### config.mk
export PLATFORM = sky130hd
export DESIGN_NAME = ram_boot_loader_flat
export DESIGN_NICKNAME = d
export VERILOG_FILES = /design/src/rtl/ram_boot_loader_pkg.sv /design/src/rtl/ram_boot_loader_if.sv /design/src/rtl/ram_boot_loader_addr_counter.sv /design/src/rtl/ram_boot_loader.sv /design/src/flat_wrapper.sv
export SDC_FILE = /design/constraint.sdc
export NUM_CORES = 1
export LEC_CHECK = 0
export ABC_CLOCK_PERIOD_IN_PS = 2300
export BUFFER_PORTS_ARGS = -buffer_cell sky130_fd_sc_hd__buf_2
export CAP_MARGIN = 10
export CORE_ASPECT_RATIO = 1.1
export CORE_MARGIN = 5
export CORE_UTILIZATION = 40
export CTS_BUF_LIST = sky130_fd_sc_hd__clkbuf_2
export CTS_CLUSTER_SIZE = 14
export DETAILED_ROUTE_END_ITERATION = 8
export PLACE_DENSITY = 0.62
export SETUP_SLACK_MARGIN = 0.15
export SLEW_MARGIN = 30
export SYNTH_ARGS = -nofsm -noshare
export SYNTH_HDL_FRONTEND = slang
export SYNTH_SLANG_ARGS = --single-unit
export TNS_END_PERCENT = 10
### constraint.sdc
create_clock -name clk -period 2.3 [get_ports clk]
set_input_delay 0.46 -clock clk [delete_from_list [all_inputs] [get_ports clk]]
set_output_delay 0.46 -clock clk [all_outputs]
set_load 0.1 [all_outputs]
### src/rtl/ram_boot_loader_pkg.sv
// ---------------------------------------------------------------------------
// ram_boot_loader_pkg
//   Shared definitions for the accumulator CPU program-RAM boot loader.
//   Holds the RAM geometry defaults that the RAM, ALU and datapath also use,
//   the loader state encoding, and a small helper that picks the state that
//   follows the final accepted word of an image.
// ---------------------------------------------------------------------------
package ram_boot_loader_pkg;

  // RAM geometry shared with the program RAM, ALU and datapath.
  localparam int ADDR_W_DEF = 8;
  localparam int DATA_W_DEF = 16;
  localparam int DEPTH_DEF  = 256;

  // Loader states. The encoding is fixed because other blocks decode it.
  typedef enum logic [1:0] {
    ST_IDLE  = 2'd0,
    ST_LOAD  = 2'd1,
    ST_CLEAR = 2'd2,
    ST_RUN   = 2'd3
  } state_e;

  // State after the final word of a load session has been accepted.
  // When the pointer already sits on the last RAM word there is nothing left
  // to clear, so the loader releases the CPU straight away.
  function automatic state_e load_exit_state(input logic tc, input logic clear_mem);
    if (tc || !clear_mem) begin
      return ST_RUN;
    end
    return ST_CLEAR;
  endfunction

endpackage

### src/rtl/ram_boot_loader_if.sv
// ---------------------------------------------------------------------------
// ram_boot_loader_if
//   Bundles the program-word stream (valid/ready/data/last) and the RAM
//   write port that the boot loader drives.
//   Signals:
//     ld_valid  word on ld_data/ld_last is valid          (feeder -> loader)
//     ld_data   program word                              (feeder -> loader)
//     ld_last   marks the final word of the image         (feeder -> loader)
//     ld_ready  loader accepts a word this cycle          (loader -> feeder)
//     mem_we    RAM write enable                          (loader -> RAM mux)
//     mem_addr  RAM write address                         (loader -> RAM mux)
//     mem_d     RAM write data                            (loader -> RAM mux)
//   Modports:
//     master  the feeder side (drives the stream, observes the RAM port)
//     slave   the loader itself
// ---------------------------------------------------------------------------
interface ram_boot_loader_if
  import ram_boot_loader_pkg::*;
#(
  parameter int ADDR_W = ADDR_W_DEF,
  parameter int DATA_W = DATA_W_DEF
);

  logic              ld_valid;
  logic [DATA_W-1:0] ld_data;
  logic              ld_last;
  logic              ld_ready;

  logic              mem_we;
  logic [ADDR_W-1:0] mem_addr;
  logic [DATA_W-1:0] mem_d;

  modport master (
    output ld_valid,
    output ld_data,
    output ld_last,
    input  ld_ready,
    input  mem_we,
    input  mem_addr,
    input  mem_d
  );

  modport slave (
    input  ld_valid,
    input  ld_data,
    input  ld_last,
    output ld_ready,
    output mem_we,
    output mem_addr,
    output mem_d
  );

endinterface

### src/rtl/ram_boot_loader_addr_counter.sv
// ---------------------------------------------------------------------------
// addr_counter
//   RAM address pointer for the boot loader. Loadable up-counter with a
//   synchronous clear and a terminal-count flag raised on the last RAM word.
//   The counter saturates on the last word, so the loader never wraps back
//   onto address 0 and overwrites the start of the image.
//   Ports:
//     clk         clock, rising edge
//     Reset       synchronous active-high reset (pointer -> 0)
//     clr_i       clear pointer to 0 (highest priority after Reset)
//     load_i      load pointer with load_val_i
//     load_val_i  value loaded when load_i is high
//     inc_i       advance pointer by one (held at DEPTH-1 once reached)
//     ptr_o       current pointer
//     tc_o        pointer equals DEPTH-1
// ---------------------------------------------------------------------------
module addr_counter
  import ram_boot_loader_pkg::*;
#(
  parameter int ADDR_W = ADDR_W_DEF,
  parameter int DEPTH  = DEPTH_DEF
) (
  input  logic              clk,
  input  logic              Reset,
  input  logic              clr_i,
  input  logic              load_i,
  input  logic [ADDR_W-1:0] load_val_i,
  input  logic              inc_i,
  output logic [ADDR_W-1:0] ptr_o,
  output logic              tc_o
);

  localparam logic [ADDR_W-1:0] LAST_ADDR = ADDR_W'(DEPTH - 1);

  logic [ADDR_W-1:0] ptr_q;
  logic [ADDR_W-1:0] ptr_d;
  logic              tc;

  assign tc = (ptr_q == LAST_ADDR);

  always_comb begin
    ptr_d = ptr_q;
    if (clr_i) begin
      ptr_d = '0;
    end else if (load_i) begin
      ptr_d = load_val_i;
    end else if (inc_i && !tc) begin
      ptr_d = ptr_q + ADDR_W'(1);
    end
  end

  always_ff @(posedge clk) begin
    if (Reset) begin
      ptr_q <= '0;
    end else begin
      ptr_q <= ptr_d;
    end
  end

  assign ptr_o = ptr_q;
  assign tc_o  = tc;

endmodule

### src/rtl/ram_boot_loader.sv
// ---------------------------------------------------------------------------
// ram_boot_loader
//   Upstream feeder for the program RAM of the accumulator CPU. While the CPU
//   is held in reset it accepts a stream of program words and writes them to
//   RAM at consecutive addresses from 0, optionally zero-fills the remainder
//   of RAM, then releases the CPU. The RAM write port is registered and is
//   routed through the top-level RAM mux.
//   Parameters:
//     ADDR_W     RAM address width
//     DATA_W     RAM word width
//     DEPTH      number of RAM words, must equal 2**ADDR_W
//     CLEAR_MEM  1 = zero-fill addresses after the last loaded word
//   Ports:
//     clk         clock, all state on rising edge
//     Reset       synchronous active-high reset (RAM contents untouched)
//     start_i     pulse, begins a load session (only honoured in IDLE)
//     ld          stream + RAM write port bundle (slave side)
//     cpu_rst_o   keeps the CPU controller/registers in reset
//     done_o      image loaded (and cleared), CPU released
//     overflow_o  RAM filled before ld_last was seen (sticky)
//     word_cnt_o  words accepted this session, 0..DEPTH
// ---------------------------------------------------------------------------
module ram_boot_loader
  import ram_boot_loader_pkg::*;
#(
  parameter int ADDR_W    = ADDR_W_DEF,
  parameter int DATA_W    = DATA_W_DEF,
  parameter int DEPTH     = DEPTH_DEF,
  parameter int CLEAR_MEM = 1
) (
  input  logic                clk,
  input  logic                Reset,
  input  logic                start_i,
  ram_boot_loader_if.slave    ld,
  output logic                cpu_rst_o,
  output logic                done_o,
  output logic                overflow_o,
  output logic [ADDR_W:0]     word_cnt_o
);

  localparam logic CLEAR_EN = (CLEAR_MEM != 0);

  state_e            state_q;
  state_e            state_d;

  logic              mem_we_q;
  logic              mem_we_d;
  logic [ADDR_W-1:0] mem_addr_q;
  logic [ADDR_W-1:0] mem_addr_d;
  logic [DATA_W-1:0] mem_d_q;
  logic [DATA_W-1:0] mem_d_d;

  logic              cpu_rst_q;
  logic              cpu_rst_d;
  logic              done_q;
  logic              done_d;
  logic              overflow_q;
  logic              overflow_d;
  // One bit wider than the address so a full image reads DEPTH, not 0.
  logic [ADDR_W:0]   word_cnt_q;
  logic [ADDR_W:0]   word_cnt_d;

  logic              ptr_clr;
  logic              ptr_inc;
  logic [ADDR_W-1:0] ptr;
  logic              ptr_tc;
  logic              xfer;

  addr_counter #(
    .ADDR_W (ADDR_W),
    .DEPTH  (DEPTH)
  ) u_addr_counter (
    .clk        (clk),
    .Reset      (Reset),
    .clr_i      (ptr_clr),
    .load_i     (1'b0),
    .load_val_i ({ADDR_W{1'b0}}),
    .inc_i      (ptr_inc),
    .ptr_o      (ptr),
    .tc_o       (ptr_tc)
  );

  // Ready is decoded straight from the state so it drops in the cycle after
  // the exit transfer and no extra word slips in.
  assign ld.ld_ready = (state_q == ST_LOAD);
  assign xfer        = ld.ld_valid && (state_q == ST_LOAD);

  // Next-state and next-output logic.
  always_comb begin
    state_d    = state_q;
    mem_we_d   = 1'b0;
    mem_addr_d = mem_addr_q;
    mem_d_d    = mem_d_q;
    cpu_rst_d  = cpu_rst_q;
    done_d     = done_q;
    overflow_d = overflow_q;
    word_cnt_d = word_cnt_q;
    ptr_clr    = 1'b0;
    ptr_inc    = 1'b0;

    case (state_q)
      ST_IDLE: begin
        // A word presented alongside start is not taken: ready is low here.
        if (start_i) begin
          state_d    = ST_LOAD;
          ptr_clr    = 1'b1;
          word_cnt_d = '0;
        end
      end

      ST_LOAD: begin
        if (xfer) begin
          mem_we_d   = 1'b1;
          mem_addr_d = ptr;
          mem_d_d    = ld.ld_data;
          word_cnt_d = word_cnt_q + (ADDR_W+1)'(1);
          // The counter saturates on the last word, so incrementing on the
          // exit transfer is harmless and points CLEAR at the next address.
          ptr_inc    = 1'b1;
          if (ld.ld_last || ptr_tc) begin
            state_d = load_exit_state(ptr_tc, CLEAR_EN);
            if (ptr_tc && !ld.ld_last) begin
              overflow_d = 1'b1;
            end
          end
        end
      end

      ST_CLEAR: begin
        mem_we_d   = 1'b1;
        mem_addr_d = ptr;
        mem_d_d    = '0;
        ptr_inc    = 1'b1;
        if (ptr_tc) begin
          state_d = ST_RUN;
        end
      end

      ST_RUN: begin
        // Terminal until Reset: start and stream input are ignored.
      end

      default: begin
        state_d = ST_IDLE;
      end
    endcase

    // done/cpu_rst are registered so they change on the edge entering RUN.
    if (state_d == ST_RUN) begin
      done_d    = 1'b1;
      cpu_rst_d = 1'b0;
    end
  end

  // State and output registers.
  always_ff @(posedge clk) begin
    if (Reset) begin
      state_q    <= ST_IDLE;
      mem_we_q   <= 1'b0;
      mem_addr_q <= '0;
      mem_d_q    <= '0;
      cpu_rst_q  <= 1'b1;
      done_q     <= 1'b0;
      overflow_q <= 1'b0;
      word_cnt_q <= '0;
    end else begin
      state_q    <= state_d;
      mem_we_q   <= mem_we_d;
      mem_addr_q <= mem_addr_d;
      mem_d_q    <= mem_d_d;
      cpu_rst_q  <= cpu_rst_d;
      done_q     <= done_d;
      overflow_q <= overflow_d;
      word_cnt_q <= word_cnt_d;
    end
  end

  assign ld.mem_we   = mem_we_q;
  assign ld.mem_addr = mem_addr_q;
  assign ld.mem_d    = mem_d_q;

  assign cpu_rst_o   = cpu_rst_q;
  assign done_o      = done_q;
  assign overflow_o  = overflow_q;
  assign word_cnt_o  = word_cnt_q;

endmodule

### src/flat_wrapper.sv
// flat-port wrapper written by rule: the top's interface ports become plain ports
module ram_boot_loader_flat import ram_boot_loader_pkg::*;
#(
  parameter int ADDR_W    = ADDR_W_DEF,
  parameter int DATA_W    = DATA_W_DEF,
  parameter int DEPTH     = DEPTH_DEF,
  parameter int CLEAR_MEM = 1
)
  (clk, Reset, start_i, cpu_rst_o, done_o, overflow_o, word_cnt_o, ld_ld_valid, ld_ld_data, ld_ld_last, ld_ld_ready, ld_mem_we, ld_mem_addr, ld_mem_d);
  ram_boot_loader_if #(.ADDR_W(ADDR_W), .DATA_W(DATA_W)) ld_i ();
  input  logic clk;
  input  logic Reset;
  input  logic start_i;
  output logic cpu_rst_o;
  output logic done_o;
  output logic overflow_o;
  output logic [ADDR_W:0] word_cnt_o;
  input wire logic [$bits(ld_i.ld_valid)-1:0] ld_ld_valid;
  input wire logic [$bits(ld_i.ld_data)-1:0] ld_ld_data;
  input wire logic [$bits(ld_i.ld_last)-1:0] ld_ld_last;
  output wire logic [$bits(ld_i.ld_ready)-1:0] ld_ld_ready;
  output wire logic [$bits(ld_i.mem_we)-1:0] ld_mem_we;
  output wire logic [$bits(ld_i.mem_addr)-1:0] ld_mem_addr;
  output wire logic [$bits(ld_i.mem_d)-1:0] ld_mem_d;
  assign ld_i.ld_valid = ld_ld_valid;
  assign ld_i.ld_data = ld_ld_data;
  assign ld_i.ld_last = ld_ld_last;
  assign ld_ld_ready = ld_i.ld_ready;
  assign ld_mem_we = ld_i.mem_we;
  assign ld_mem_addr = ld_i.mem_addr;
  assign ld_mem_d = ld_i.mem_d;
  ram_boot_loader #(.ADDR_W(ADDR_W), .DATA_W(DATA_W), .DEPTH(DEPTH), .CLEAR_MEM(CLEAR_MEM)) u_core (.clk(clk), .Reset(Reset), .start_i(start_i), .ld(ld_i), .cpu_rst_o(cpu_rst_o), .done_o(done_o), .overflow_o(overflow_o), .word_cnt_o(word_cnt_o));
endmodule
# After elaboration in Yosys (flattened, before gate mapping)
# Cells that the tools add are included.
dict set report word_totals {
  register_bits 47
  in_bits 21
  output_inout_bits 38
  word_cells 52
}
dict set report op_classes {
  addsub 2
  n_eq_ne 6
  muxes 22
  reduce_logical 13
}
# op count
set ops {}
lappend ops {{$pmux W16 S2} 1}
lappend ops {{$mux W9} 2}
lappend ops {{$pmux W9 S2} 1}
lappend ops {{$mux W16} 1}
lappend ops {{$pmux W8 S2} 1}
lappend ops {{$mux W2} 6}
lappend ops {{$add A9 B1 Y9 const B} 1}
lappend ops {{$add A8 B1 Y8 const B} 1}
lappend ops {{$eq A8 B8 Y1 const B} 1}
lappend ops {{$mux W8} 1}
lappend ops {{$mux W1} 7}
lappend ops {{$pmux W2 S3} 1}
lappend ops {{$eq A2 B2 Y1 const B} 2}
lappend ops {{$reduce_and A4 Y1} 1}
lappend ops {{$reduce_bool A2 Y1} 2}
lappend ops {{$logic_and A1 B1 Y1} 3}
lappend ops {{$reduce_and A3 Y1} 1}
lappend ops {{$eq A2 B1 Y1 const B} 1}
lappend ops {{$logic_not A1 Y1} 2}
lappend ops {{$logic_not A2 Y1} 1}
lappend ops {{$ne A2 B1 Y1 const B} 1}
lappend ops {{$ne A2 B2 Y1 const B} 1}
lappend ops {{$pmux W1 S2} 1}
lappend ops {{$reduce_and A2 Y1} 1}
lappend ops {{other kinds (2)} 2}

# Depth between registers and ports, before layout
# Gate-level depths: netlist (run 1).
dict set report depth {
  word_depth 10
  ltp_mapped 8
  mapped_depth_nobuf 6
}

# Cells and area by module
# A second synthesis (run 1) with hierarchy kept.
dict set report unflattened {
  hier_cells 232
  area_unflattened_um2 2128.3
}
# mod instances cells_each area_each_um2 seq_area_each_um2
set by_module_without_submodules {}
lappend by_module_without_submodules {ram_boot_loader 1 168 1594.0 780.7}
lappend by_module_without_submodules {addr_counter 1 64 534.3 160.2}

# Worst setup path after synthesis (run 1)
# Ideal clock, no wire load.
dict set report synth_path {
  kind {register to register}
  from {register u_core.state_q[1]}
  to {register u_core.word_cnt_q[8] (netlist: u_core.word_cnt_o[8])}
  setup_time_ns 0.070
  arrival_ns 2.434
  required_ns 2.230
  slack_ns -0.204
  stages_incl_launch_ff 8
  path_buffers 1
  period_less_slack_ns 2.504
  path_cell_list {dfxtp_1 > inv_1 > ha_1 > buf_4 > mux2_4 > nand3_2 > or4_1 > a21oi_1}
}
dict set report synth_between {
  elab_chain_cells 4
  word_cells_on_any_way 8
  classes_between {3 x eq/ne; 1 x mux; 4 x reduce/logical}
}
# item line_no
set synth_lines {}
lappend synth_lines {{from (decl)} ram_boot_loader.sv:43} ;# state_e state_q;
lappend synth_lines {{from (signal assigned)} ram_boot_loader.sv:167} ;# state_q <= state_d;
lappend synth_lines {{$eq A2 B1 Y1 (*)} --}
lappend synth_lines {{via ld_ld_ready} flat_wrapper.sv:21} ;# output wire logic [$bits(ld_i.ld_ready)-1:0] ld_ld_ready;
lappend synth_lines {{$logic_and A1 B1 Y1} ram_boot_loader.sv:86} ;# assign xfer = ld.ld_valid && (state_q == ST_LOAD);
lappend synth_lines {{$ne A2 B1 Y1 (no line)} --}
lappend synth_lines {{$reduce_and A3 Y1 (no line)} --}
lappend synth_lines {{to (signal assigned)} ram_boot_loader.sv:174} ;# word_cnt_q <= word_cnt_d;
lappend synth_lines {{to (decl)} ram_boot_loader.sv:60} ;# logic [ADDR_W:0] word_cnt_q;
# The timed path passes the listed nets; every way through them passes the cells marked *.
# A chain may end at the register's enable or synchronous reset.

# Worst setup path after layout (run 1)
dict set report layout_path {
  from {register u_core.state_q[0]}
  to {output ld_ld_ready}
}
dict set report layout_between {
  elab_chain_cells 1
}
# item line_no
set layout_lines {}
lappend layout_lines {{$eq A2 B1 Y1} ram_boot_loader.sv:85} ;# assign ld.ld_ready = (state_q == ST_LOAD);
lappend layout_lines {{to (decl)} flat_wrapper.sv:21}
# Every way passes these cells.

==> results of run 1 <==
[per-stage QoR]
| stage | utilization (%) | cells | total power, mW | hold WS [ns] |
|---|---|---|---|---|
| 2_1_floorplan | - | 227 | 1.27 | 0.458 |
| 3_3_place_gp | 47.4 | 336 | 1.35 | 0.440 |
| 3_5_place_dp | 47.4 | 336 | 1.35 | 0.442 |
| 4_1_cts | 48.2 | 343 | 1.68 | 0.245 |
| 5_1_grt | 48.2 | 343 | 1.76 | 0.223 |
| 6_report | 48.2 | 343 | 1.66 | 0.276 |
[layer usage]
| metal | track usage, % | vias up |
|---|---|---|
| li1 | - | 925 |
| met1 | 17.9 | 837 |
| met2 | 25.9 | 32 |
| met3 | 4.75 | 6 |
| met4 | 4.53 | 0 |
| met5 | 0 | - |
[synth_stat cells (2+ instances only)]
cell      instances  area [µm²]
nor3_1            2        10.0
clkbuf_1          3        11.3
nand3_1           4        20.0
ha_1              6        75.1
and2_1            4        25.0
inv_1             6        22.5
a21o_1            2        15.0
nand4_1           6        37.5
or3_1             6        37.5
o211ai_1          2        15.0
buf_2             5        25.0
nor2_1           27         101
o21ai_0           6        30.0
or4_1             5        37.5
dfxtp_1          47         941
nand2_1          28         105
xor2_1            3        26.3
o31ai_1           4        30.0
a21oi_1          24         120
a22oi_1          16         120
[kinds of logic (layout without fill, tap and decap cells)]
| kind of cell | Yosys count | count (layout) |
|---|---|---|
| AO/OA/AOI/OAI | 61 | 61 |
| XOR/XNOR | 4 | 4 |
| adder cells (fa/ha/maj) | 6 | 6 |
| buffers and inverters | 16 | 74 |
| flip-flops | 47 | 47 |
| multiplexers | 2 | 2 |
| AND/OR/NAND/NOR | 91 | 91 |
[worst max-delay path, delay by kind of cell, from the launching register on]
family | cells | cell delay (ns)
flops | 1 | 0.49
fa+ha+maj | 1 | 0.23
buf+inv | 1 | 0.44
[cell type report]
cell class | instances | area (µm²) | share of cell area [%]
clock inverters | 2 | 13.8 | 0.579
flip-flops and latches | 47 | 941 | 39.6
repair buffers | 61 | 313 | 13.2
multi-input cells | 164 | 990 | 41.6
inverters | 6 | 22.5 | 0.947
well taps | 58 | 72.6 | 3.05
clock buffers | 5 | 25.0 | 1.05
[report_power, final]
part | internal (mW) | leakage, nW | total (mW) | switching (mW)
logic | 0.109 | 0.594 | 0.467 | 0.358
clock network | 0.0698 | 0.0288 | 0.324 | 0.255
registers | 0.846 | 0.380 | 0.867 | 0.0208
total | 1.03 | 1.00 | 1.66 | 0.633
[path summary, 6_finish.rpt]
| check | to | slack [ns] | cells past startpoint |
|---|---|---|---|
| min reg2reg | u_core.ld.mem_addr[1]$_SDFFE_PP0P_ | 0.47 | 2 |
| max | ld_ld_ready | 0.27 | 2 |
| max reg2reg | u_core.u_addr_counter.ptr_o[7]$_SDFFE_PP0P_ | 0.31 | 6 |
| min | u_core.ld.mem_d[15]$_SDFFE_PP0P_ | 0.28 | 3 |
[state kept, by name, indices dropped and copies added, names as in the netlist]
register / cells
u_core.cpu_rst_o: 1
u_core.ld.mem_d: 16
u_core.ld.mem_we: 1
u_core.done_o: 1
u_core.ld.mem_addr: 8
u_core.state_q: 2
u_core.overflow_o: 1
u_core.word_cnt_o: 9
u_core.u_addr_counter.ptr_o: 8
==> impl_metrics.toml, run 1 <==
[run_status]
status = "completed"

[floorplanning]
fp.dieH_um = 84.0
fp.dieW_um = 77.3
row_count = 27
start_util_pct = 40.4
core_um2 = 4930
die_area_um2 = 6490
io_pins = 59

[min_path]
hp-class = "in2reg"
hp-start = "ld_ld_data[15]"

[power_and_ir_drop]
p_per_area_nw_per_um2 = 698
peakVddDrop_mv = 0.297
p_leak_nw = 1.00

[cts]
cts_tree = "done"
cts.repair.resized = 0
cts.sinks = 47
root_buffer = "clkbuf_2"
cts_buffers = 5
htreeDepth = 2
post_cts_buffers = 0
cts-hold-fix-buffers = 0
clock_latency_ns = 0.41
path_clk_slew_ns = 0.22
cts_buffer_depth = 2

[place]
port_buffers = 58
dp_worst_setup_slack_ns = 0.348
placed_cell_area_um2 = 2340
gp_congestion = 0.842
hpwl_um = 3450

[worst_setup_path]
crit_start = "u_core.state_q[0]$_SDFF_PP0_"
worstPathRequired_ns = 1.84
path_cells = "ha_4, buf_2"
max_stage_delay_ns = 0.49
worst_path_max_delay_cell = "dfxtp_1"
startpoint_type = "register"
end_kind = "output port"
worstReg2RegStart = "u_core.state_q[0]$_SDFF_PP0_"
crit_arrival_ns = 1.57
path_class = "reg2out"
crit_fanout = 9

[synth]
yosys.area_share.simple_pct = 22.6
synth.cell_area_um2 = 1990
synth_top_family_by_area = "simple AND/OR/NAND/NOR gates"
yosys_warnings = 0
ys_types = 41
synth_edf_count = 0
synth_fp_nets = 254
synth_seq_cells = 47
synth_xor_area_share_pct = 1.76
seq_area_frac_synth_pct = 47.2
syn_inst = 227
synth.area.mux_share_pct = 1.26
synth-compound-area-share_pct = 19.5
synthAdderAreaFrac_pct = 3.77
async_flop_share_pct = 0
avgSynthCellArea_um2 = 8.77
dominantRegCellSynth = "dfxtp_1"

[finish]
layout_common_cells = "58 x buf_2, 47 x dfxtp_1, 28 x nand2_1"
final_common_cell = "buf_2"
synthToLayoutAreaGrowth_pct = 19.3
drive_gt1_share_pct = 27.4
fill_cells = 494
antenna_cells = 0
nets = 312
final_cell_area_um2 = 2380

[sta]
tns_ns = 0
hold_viol = 0
fin_skew_ns = 0.0126
worst_slew_pin_slew_ns = 0.494
worst_slack_ns = 0.270
setup_viol = 0
maxSlewViolCount = 0
period_share_pct = 88.3
clock.fmax_ghz = 0.493
period_needed_ns = 2.03
relSlewSlack_pct = 67.3
rsz0062_at_grt = "no"

[drt]
via_per_inst = 5.25
drcViolationCount = 0
route.met3.wl_um = 212
vias = 1800
antenna_left = 0
route.met2.wl_um = 2340
drt_iter0_drc = 103
m1WireLength_um = 2120
post_drt_wl_per_cell_um = 13.8
firstDrtPassIters = 4
highest_layer = "met4"
totalWireLength_um = 4730

[run]
maxCapViolCount = 0

[global_routing]
grt_use_total_pct = 15.1
grt_pass1_wl_um = 8220
grt_pass1_vias = 1772
antenna_found_initial = 0
grt-ovfl-total = 0
grt_max_degree = 25
No activity file was read; power rests on OpenSTA's default activity.
==> run 2: changes to the inputs <==
Settings changed: BUFFER_PORTS_ARGS -buffer_cell sky130_fd_sc_hd__buf_2 to unset, CORE_MARGIN 5 to unset, DONT_BUFFER_PORTS set to 1, HOLD_SLACK_MARGIN set to 0.05, PLACE_DENSITY 0.62 to 0.52.
==> impl_metrics.toml, run 2 (synthesized netlist as in run 1, its figures left out) <==
[run_status]
status = "completed"

[worst_setup_path]
crit_fanout = 12
critPathCapture = "u_core.u_addr_counter.ptr_o[7]$_SDFFE_PP0P_"
crit_start = "u_core.state_q[0]$_SDFF_PP0_"
crit_top_cell = "inv_1"
worstReg2RegStart = "u_core.state_q[0]$_SDFF_PP0_"
critPathBufInv = 2
worst_r2r_endpoint = "u_core.u_addr_counter.ptr_o[7]$_SDFFE_PP0P_"
critPathTopFamily = "compound AO/OA/AOI/OAI gates"
crit_arrival_ns = 2.39
worstPathRequired_ns = 2.67
r2r_cells = 6
max_stage_delay_ns = 0.51
cp_num_cells = 6
end_kind = "register"
startpoint_type = "register"
path_cells = "inv_1, ha_1, inv_1, a211o_1, or4_1, a21oi_1"
worst_path_max_delay_cell = "dfxtp_1"
worst-r2r-setup-slack_ns = 0.28
path_class = "reg2reg"

[cts]
cts_tree = "done"
cts_buffers = 5
post_cts_buffers = 0
cts.sinks = 47
path_clk_slew_ns = 0.24
root_buffer = "clkbuf_2"
cts_buffer_depth = 2
clock_latency_ns = 0.41
htreeDepth = 2

[sta]
period_share_pct = 88.0
setup_viol = 0
rsz0062_at_grt = "no"
relSlewSlack_pct = 34.8
hold_viol = 0
fin_skew_ns = 0.0346
period_needed_ns = 2.02
holdWs_ns = 0.114
worst_slew_pin_slew_ns = 0.977
maxSlewViolCount = 0
tns_ns = 0
clock.fmax_ghz = 0.494

[drt]
drt_iter0_drc = 68
firstDrtPassIters = 4
antenna_left = 0
totalWireLength_um = 4660
post_drt_wl_per_cell_um = 14.5
drcViolationCount = 0
via_per_inst = 5.46
vias = 1753

[finish]
final_util_pct = 50.8
synthToLayoutAreaGrowth_pct = 20.4
antenna_cells = 0
nets = 292
final_cell_area_um2 = 2400
layout_common_cells = "47 x dfxtp_1, 39 x buf_4, 28 x nand2_1"
fin_cells = 321
drive_gt1_share_pct = 21.1
final_common_cell = "dfxtp_1"
largest_register_ffs = 16

[global_routing]
grt-ovfl-total = 0
grt_use_total_pct = 17.4
antenna_found_initial = 0
grt_max_degree = 30
grt_pass1_vias = 1620
grt_pass1_wl_um = 7490

[place]
hpwl_um = 3280
placed_cell_area_um2 = 2320
port_buffers = 0
gp_congestion = 0.786
dp.cells = 312

[floorplanning]
die_area_um2 = 5270
io_pins = 59
row_count = 26
fp.dieW_um = 69.3
fp.dieH_um = 76.0
core_um2 = 4720
start_util_pct = 42.2

[power_and_ir_drop]
p_leak_nw = 0.927
peakVddDrop_mv = 0.361
p_per_area_nw_per_um2 = 738

[min_path]
hp-class = "in2reg"
hold_depth = 1

[run]
maxCapViolCount = 0
[run 2: worst min path at each step]
stage | end | slack, ns | start
after floorplan | u_core.ld.mem_addr[7]$_SDFFE_PP0P_ | 0.46 | u_core.u_addr_counter.ptr_o[7]$_SDFFE_PP0P_
after global placement | u_core.done_o$_SDFFE_PP0N_ | 0.44 | u_core.done_o$_SDFFE_PP0N_
after detailed placement | u_core.done_o$_SDFFE_PP0N_ | 0.44 | u_core.done_o$_SDFFE_PP0N_
after CTS | u_core.state_q[1]$_SDFF_PP0_ | 0.05 | Reset
after global routing | u_core.ld.mem_addr[1]$_SDFFE_PP0P_ | 0.05 | Reset
final | u_core.ld.mem_addr[2]$_SDFFE_PP0P_ | 0.11 | Reset
[run 2: layout make-up]
class	count	area [µm²]
clock buffers	5	25.0
clock inverters	2	37.5
fillers	441	2320
inverters	6	22.5
multi-input cells	164	990
flip-flops and latches	47	941
well taps	56	70.1
repair buffers	41	313
[run 2: power breakdown]
group          switching, mW  internal (mW)  total [mW]  leakage (nW)
clock                  0.258          0.177       0.436        0.0350
sequential            0.0183          0.846       0.865         0.380
combinational          0.355          0.114       0.469         0.512
[run 2: through the flow]
step	power [mW]	setup slack, ns
2_1_floorplan	1.27	0.296
3_3_place_gp	1.33	0.414
3_5_place_dp	1.34	0.305
4_1_cts	1.78	0.281
5_1_grt	1.85	0.166
6_report	1.77	0.276
[run 2: per-layer routing]
metal | share of wire, % | GRT usage [%] | up-vias
li1 | - | - | 887
met5 | 0 | 0 | -
met4 | 0.77 | 4.90 | 0
met3 | 5.6 | 5.56 | 5
met1 | 43 | 19.5 | 812
met2 | 50 | 31.4 | 49
[run 2: repair_timing]
item | 4_1_cts | 5_1_grt
hold buffers | 1 | 1
gates resized for setup | 0 | 0
hold endpoints to repair | 7 | 19
